**config.mk**
```make
export PLATFORM = sky130hd
export DESIGN_NAME = led_pattern_sequencer
export DESIGN_NICKNAME = d
export VERILOG_FILES = /design/src/rtl/led_pkg.sv /design/src/rtl/led_prescaler.sv /design/src/rtl/led_pattern_sequencer.sv
export SDC_FILE = /design/constraint.sdc
export NUM_CORES = 1
export LEC_CHECK = 0
export CAP_MARGIN = 5
export CORE_MARGIN = 5
export CORE_UTILIZATION = 52
export DETAILED_ROUTE_END_ITERATION = 8
export PLACE_DENSITY_LB_ADDON = 0.05
export SYNTH_ARGS = -nofsm -noshare
export SYNTH_HDL_FRONTEND = slang
export SYNTH_SLANG_ARGS = --single-unit
export TNS_END_PERCENT = 50
```
**constraint.sdc**
```tcl
create_clock -name clk -period 3.1 [get_ports clk]
set_input_delay 0.465 -clock clk [delete_from_list [all_inputs] [get_ports clk]]
set_output_delay 0.465 -clock clk [all_outputs]
set_load 0.01 [all_outputs]
```
**src/rtl/led_pkg.sv**
```systemverilog
// Shared types and constants for the LED/BNC indicator pattern sequencer.
package led_pkg;

  localparam int CODE_W = 4;
  localparam int IDX_W  = 3;

  typedef logic [CODE_W-1:0] code_t;

  typedef enum logic {
    STOPPED = 1'b0,
    RUNNING = 1'b1
  } seq_state_t;

  localparam code_t RESET_CODE_DEFAULT = 4'b1011;

  // Entry 0 holds the board's reset code; the rest form a walking-one pattern.
  function automatic code_t reset_entry(input logic [IDX_W-1:0] i, input code_t code0);
    code_t one;
    one = 4'b0001;
    if (i == '0) return code0;
    return one << i[1:0];
  endfunction

endpackage

```
**src/rtl/led_prescaler.sv**
```systemverilog
// Free-running divider: pulses tick once every STEP_DIV enabled cycles.
module led_prescaler #(
  parameter int STEP_DIV = 50000000,
  parameter int DIV_W    = 27
) (
  input  logic clk,
  input  logic rst,
  input  logic en,
  input  logic clr,
  output logic tick
);

  localparam logic [DIV_W-1:0] LAST = DIV_W'(STEP_DIV - 1);

  logic [DIV_W-1:0] cnt;

  always_ff @(posedge clk) begin
    if (rst || clr) begin
      cnt <= '0;
    end else if (en) begin
      cnt <= (cnt == LAST) ? '0 : cnt + DIV_W'(1);
    end
  end

  // A clear wins over the wrap so a state change never also produces a step.
  assign tick = en && !clr && (cnt == LAST);

endmodule

```
**src/rtl/led_pattern_sequencer.sv**
```systemverilog
// Programmable 8-entry indicator pattern table, stepped automatically or on command.
module led_pattern_sequencer
  import led_pkg::*;
#(
  parameter int    STEP_DIV   = 50000000,
  parameter int    DIV_W      = 27,
  parameter int    DEPTH      = 8,
  parameter code_t RESET_CODE = RESET_CODE_DEFAULT
) (
  input  logic             clk,
  input  logic             rst,
  input  logic             run,
  input  logic             step,
  input  logic [IDX_W-1:0] last_idx,
  input  logic             wr_en,
  input  logic [IDX_W-1:0] wr_addr,
  input  code_t            wr_data,
  output code_t            code,
  output logic [IDX_W-1:0] index,
  output logic             tick
);

  // Handshake: none. step and wr_en are single-cycle strobes sampled on every
  // rising clk edge; there is no ready/backpressure path.

  seq_state_t       state, state_next;
  logic             presc_en, presc_clr, presc_tick;
  logic             advance;
  logic [IDX_W-1:0] idx_next;
  code_t            pat_tbl [DEPTH];

  led_prescaler #(
    .STEP_DIV (STEP_DIV),
    .DIV_W    (DIV_W)
  ) u_prescaler (
    .clk  (clk),
    .rst  (rst),
    .en   (presc_en),
    .clr  (presc_clr),
    .tick (presc_tick)
  );

  always_ff @(posedge clk) begin
    if (rst) state <= STOPPED;
    else     state <= state_next;
  end

  always_comb begin
    state_next = state;
    case (state)
      STOPPED: if (run)  state_next = RUNNING;
      RUNNING: if (!run) state_next = STOPPED;
      default:           state_next = STOPPED;
    endcase
  end

  always_comb begin
    presc_en  = (state == RUNNING);
    presc_clr = (state_next != state);
    advance   = (state == STOPPED) ? step : presc_tick;
  end

  always_comb begin
    idx_next = index;
    if (advance) idx_next = (index >= last_idx) ? '0 : index + IDX_W'(1);
  end

  // code is read from the pre-write table, so a same-cycle write to the newly
  // selected entry shows up one cycle later.
  always_ff @(posedge clk) begin
    if (rst) begin
      index <= '0;
      tick  <= 1'b0;
      code  <= RESET_CODE;
      for (int i = 0; i < DEPTH; i++) pat_tbl[i] <= reset_entry(IDX_W'(i), RESET_CODE);
    end else begin
      index <= idx_next;
      tick  <= advance;
      code  <= pat_tbl[idx_next];
      if (wr_en) pat_tbl[wr_addr] <= wr_data;
    end
  end

endmodule

```
==> impl_metrics.env <==
export IMPL_yosys_top_cells_area="sky130_fd_sc_hd__edfxtp_1 (31%), sky130_fd_sc_hd__dfxtp_1 (23%), sky130_fd_sc_hd__mux2i_1 (6.7%), sky130_fd_sc_hd__nor2_1 (5.1%), sky130_fd_sc_hd__xor2_1 (4.7%)"
export IMPL_overflow=0
export IMPL_synth_edff_count=32
export IMPL_initial_core_util=0.534
export IMPL_share_comb_of_total_power=0.100
export IMPL_final_max_slew_viols=0
export IMPL_antenna_found_initial=0
export IMPL_post_route_min_period_ns=2.67
export IMPL_use_met2=0.223
export IMPL_worstHoldStart="u_prescaler.cnt[23]$_SDFFE_PP0P_"
export IMPL_total_switching_power_uw=455
export IMPL_synth_fp_nets=310
export IMPL_pin_count=23
export IMPL_worstReg2RegStart="u_prescaler.cnt[18]$_SDFFE_PP0P_"
export IMPL_post_route_cells_drive_above_1_share=0.116
export IMPL_worstHoldPathType="register to register"
export IMPL_syn_inst=289
export IMPL_worst_endpoint_required_ns=3.38
export IMPL_criticalPathCategory="register to register"
export IMPL_yosysUniqueCellTypes=39
export IMPL_post_cts_resized_instances=0
export IMPL_final_setup_viol_count=0
export IMPL_grt_pass1_vias=1959
export IMPL_power_density_nw_per_um2=535
export IMPL_fin_tns_setup_ns=0
export IMPL_rsz0062_at_grt="false"
export IMPL_detail_route_drc_violations=0
export IMPL_routed_via_count=2067
export IMPL_vias_per_cell=5.12
export IMPL_tightestPinTransition_ns=0.407
export IMPL_wl_per_cell_um=14.1
export IMPL_clock_tree_from_tritoncts="built"
export IMPL_synth_seq_area_share=0.535
export IMPL_place_congestion=0.720
export IMPL_clock_sinks=68
export IMPL_final_cells=404
export IMPL_cts_root_to_sink_buffers=2
export IMPL_numPortBuffers=22
export IMPL_die_area_um2=7700
export IMPL_endpoint_kind="register"
export IMPL_floorplan_rows=28
export IMPL_path_clk_slew_ns=0.07
export IMPL_grt_use_total=0.168
export IMPL_placeableCoreArea_um2=5890
export IMPL_flip_flop_and_latch_count_after_synthesis=68
export IMPL_maximum_ir_drop_on_the_vdd_rail_mv=0.284
export IMPL_ant_nets=0
export IMPL_crit_chain="nand4bb_1, or4_4, o41ai_4, buf_4, nor2_1, a31oi_2, buf_4, mux2i_1, o22a_1"
export IMPL_power_uw=1980
export IMPL_cts_root_buffer="sky130_fd_sc_hd__clkbuf_8"
export IMPL_synth_ff_type="sky130_fd_sc_hd__dfxtp_1"
export IMPL_swShare=0.229
export IMPL_cap_violations=0
export IMPL_route_final_wire_length_um=5680
export IMPL_cts_hold_buffers_added=0
export IMPL_fin_worst_skew_ns=0.00612
export IMPL_grt_first_pass_wirelength_um=9630
export IMPL_detailedRoute_firstIterationViolations=108
export IMPL_die_height_um=87.7
export IMPL_groute_layer_met1_usage=0.253
export IMPL_post_cts_buffers=0
export IMPL_total_leakage_power_uw=0.00142
export IMPL_worstSetupStartpoint="u_prescaler.cnt[18]$_SDFFE_PP0P_"
export IMPL_die_width_um=87.7
export IMPL_global_route_peak_usage_layer="met1"
export IMPL_crit_path_top_delay_cell="sky130_fd_sc_hd__or4_4"
export IMPL_layout_cells_most_common="sky130_fd_sc_hd__nor2_1"
export IMPL_outcome="finished clean"
export IMPL_htree_num_levels=3
export IMPL_cpPeakStageDelay_ns=0.53
export IMPL_synth_top_cell_area_share=0.306
export IMPL_power_clock_fraction=0.399
export IMPL_ys_async_sr_fraction=0
export IMPL_dp_cells=388
export IMPL_fillCellCount=512
export IMPL_globalRouteMet3Util=0.0442
export IMPL_synth_largest_area_cell="sky130_fd_sc_hd__edfxtp_1"
export IMPL_slew_limit_headroom=0.726
export IMPL_layout_common_cells="sky130_fd_sc_hd__nor2_1 (43), sky130_fd_sc_hd__dfxtp_1 (36), sky130_fd_sc_hd__edfxtp_1 (32)"
export IMPL_power_internal_uw=1530
export IMPL_num_cts_buffers=9
export IMPL_timing_final_crit_share=0.862
export IMPL_syn_cell_area_um2=3140
export IMPL_crit_path_frequent_cell="sky130_fd_sc_hd__buf_4"
export IMPL_drt_pass1_iter_count=4
export IMPL_detailedPlacementHpwl_um=4080
export IMPL_worst_ep_arrival_time_ns=2.96
export IMPL_seq_power_share=0.501
export IMPL_insertion_delay_ns=0.34
export IMPL_post_synthesis_average_cell_area_um2=10.9
export IMPL_fmax_mhz=374
export IMPL_final_hold_viol_count=0
export IMPL_diodes=0
export IMPL_setup_worst_path_start_class="register"
export IMPL_yosysWarnings=0
export IMPL_finish_net_count=345
export IMPL_area_delta_synth_final_pct=18.0
export IMPL_worst_path_max_fanout=7
export IMPL_grt_start_max_net_pins=28
-- area by class of cell --
| class | instances | area [um2] | share of cell area |
|---|---|---|---|
| Inverter | 9 | 33.8 | 0.00912 |
| Sequential cell | 68 | 1680 | 0.454 |
| Clock buffer | 9 | 124 | 0.0334 |
| Tap cell | 75 | 93.8 | 0.0253 |
| Timing Repair Buffer | 29 | 273 | 0.0736 |
| Clock inverter | 7 | 91.3 | 0.0246 |
| Multi-Input combinational cell | 207 | 1410 | 0.380 |
-- synth_stat cells (2+ instances only) --
cell type and instances:
sky130_fd_sc_hd__and4_1 3, sky130_fd_sc_hd__or3_1 5, sky130_fd_sc_hd__dfxtp_1 36, sky130_fd_sc_hd__mux2i_1 21, sky130_fd_sc_hd__o22a_1 3, sky130_fd_sc_hd__or2_2 11, sky130_fd_sc_hd__nand2b_1 9, sky130_fd_sc_hd__nand3_1 8
sky130_fd_sc_hd__xor2_1 17, sky130_fd_sc_hd__nand2_1 15, sky130_fd_sc_hd__xnor2_1 9, sky130_fd_sc_hd__inv_1 9, sky130_fd_sc_hd__and3_1 7, sky130_fd_sc_hd__nor3_1 8, sky130_fd_sc_hd__nor2b_1 2, sky130_fd_sc_hd__and2_1 16
sky130_fd_sc_hd__nor2_1 43, sky130_fd_sc_hd__nand4_1 7, sky130_fd_sc_hd__ha_1 6, sky130_fd_sc_hd__clkbuf_1 4, sky130_fd_sc_hd__edfxtp_1 32
-- power by group through the flow --
stage	Sequential, uW	Clock, uW	Combinational [uW]
2_1_floorplan	1010	0	120
3_3_place_gp	1010	0	199
3_5_place_dp	1010	0	201
4_1_cts	993	813	202
5_1_grt	997	856	220
6_report	993	791	198
-- cells by family after synthesis --
kind of cell | Yosys count | share of synthesized area
AOI/OAI and AO/OA | 12 | 0.0382
xor gates and xnor gates | 26 | 0.0725
adders and majority gates | 6 | 0.0239
buffers and inverters | 14 | 0.0179
DFF | 68 | 0.535
muxes | 23 | 0.0785
and+or+nand+nor | 140 | 0.234
-- critical path, delay by kind of cell (launching register included) --
| kind | cells | cell delay, ns |
|---|---|---|
| compound gates | 3 | 0.82 |
| buf+inv | 2 | 0.43 |
| flops | 1 | 0.35 |
| mux | 1 | 0.25 |
| simple gates | 3 | 0.78 |
-- sequential cells by signal (all words and copies together) (netlist names) --
register and flops:
pat_tbl 32, u_prescaler.cnt 27, code 4, tick 1
presc_en 1, index 3
-- stage by stage --
stage          instance area (um2)   util  worst slack, ns  hold slack, ns
2_1_floorplan                 3140      -            0.194           0.471
3_3_place_gp                  3490  0.593            0.354           0.486
3_5_place_dp                  3490  0.593            0.318           0.498
4_1_cts                       3710  0.630            0.396           0.519
5_1_grt                       3710  0.630            0.229           0.549
6_report                      3710  0.630            0.426           0.515
-- routing by layer --
metal  wire length [um]  vias up  part of all wire
met3                301        6             0.053
met4                 80        0             0.014
met5                  0        -                 0
met2               2280       45              0.40
li1                   -     1082                 -
met1               3020      934              0.53
-- final timing paths --
check,endpoint,slack (ns),cells past startpoint
worst max register to register,code[3]$_SDFF_PP1_,0.43,9
worst min register to register,u_prescaler.cnt[23]$_SDFFE_PP0P_,0.51,2
worst max-delay path,code[3]$_SDFF_PP1_,0.43,9
worst min-delay path,u_prescaler.cnt[23]$_SDFFE_PP0P_,0.51,2
Note: power is estimated with default switching activity, not from simulation.
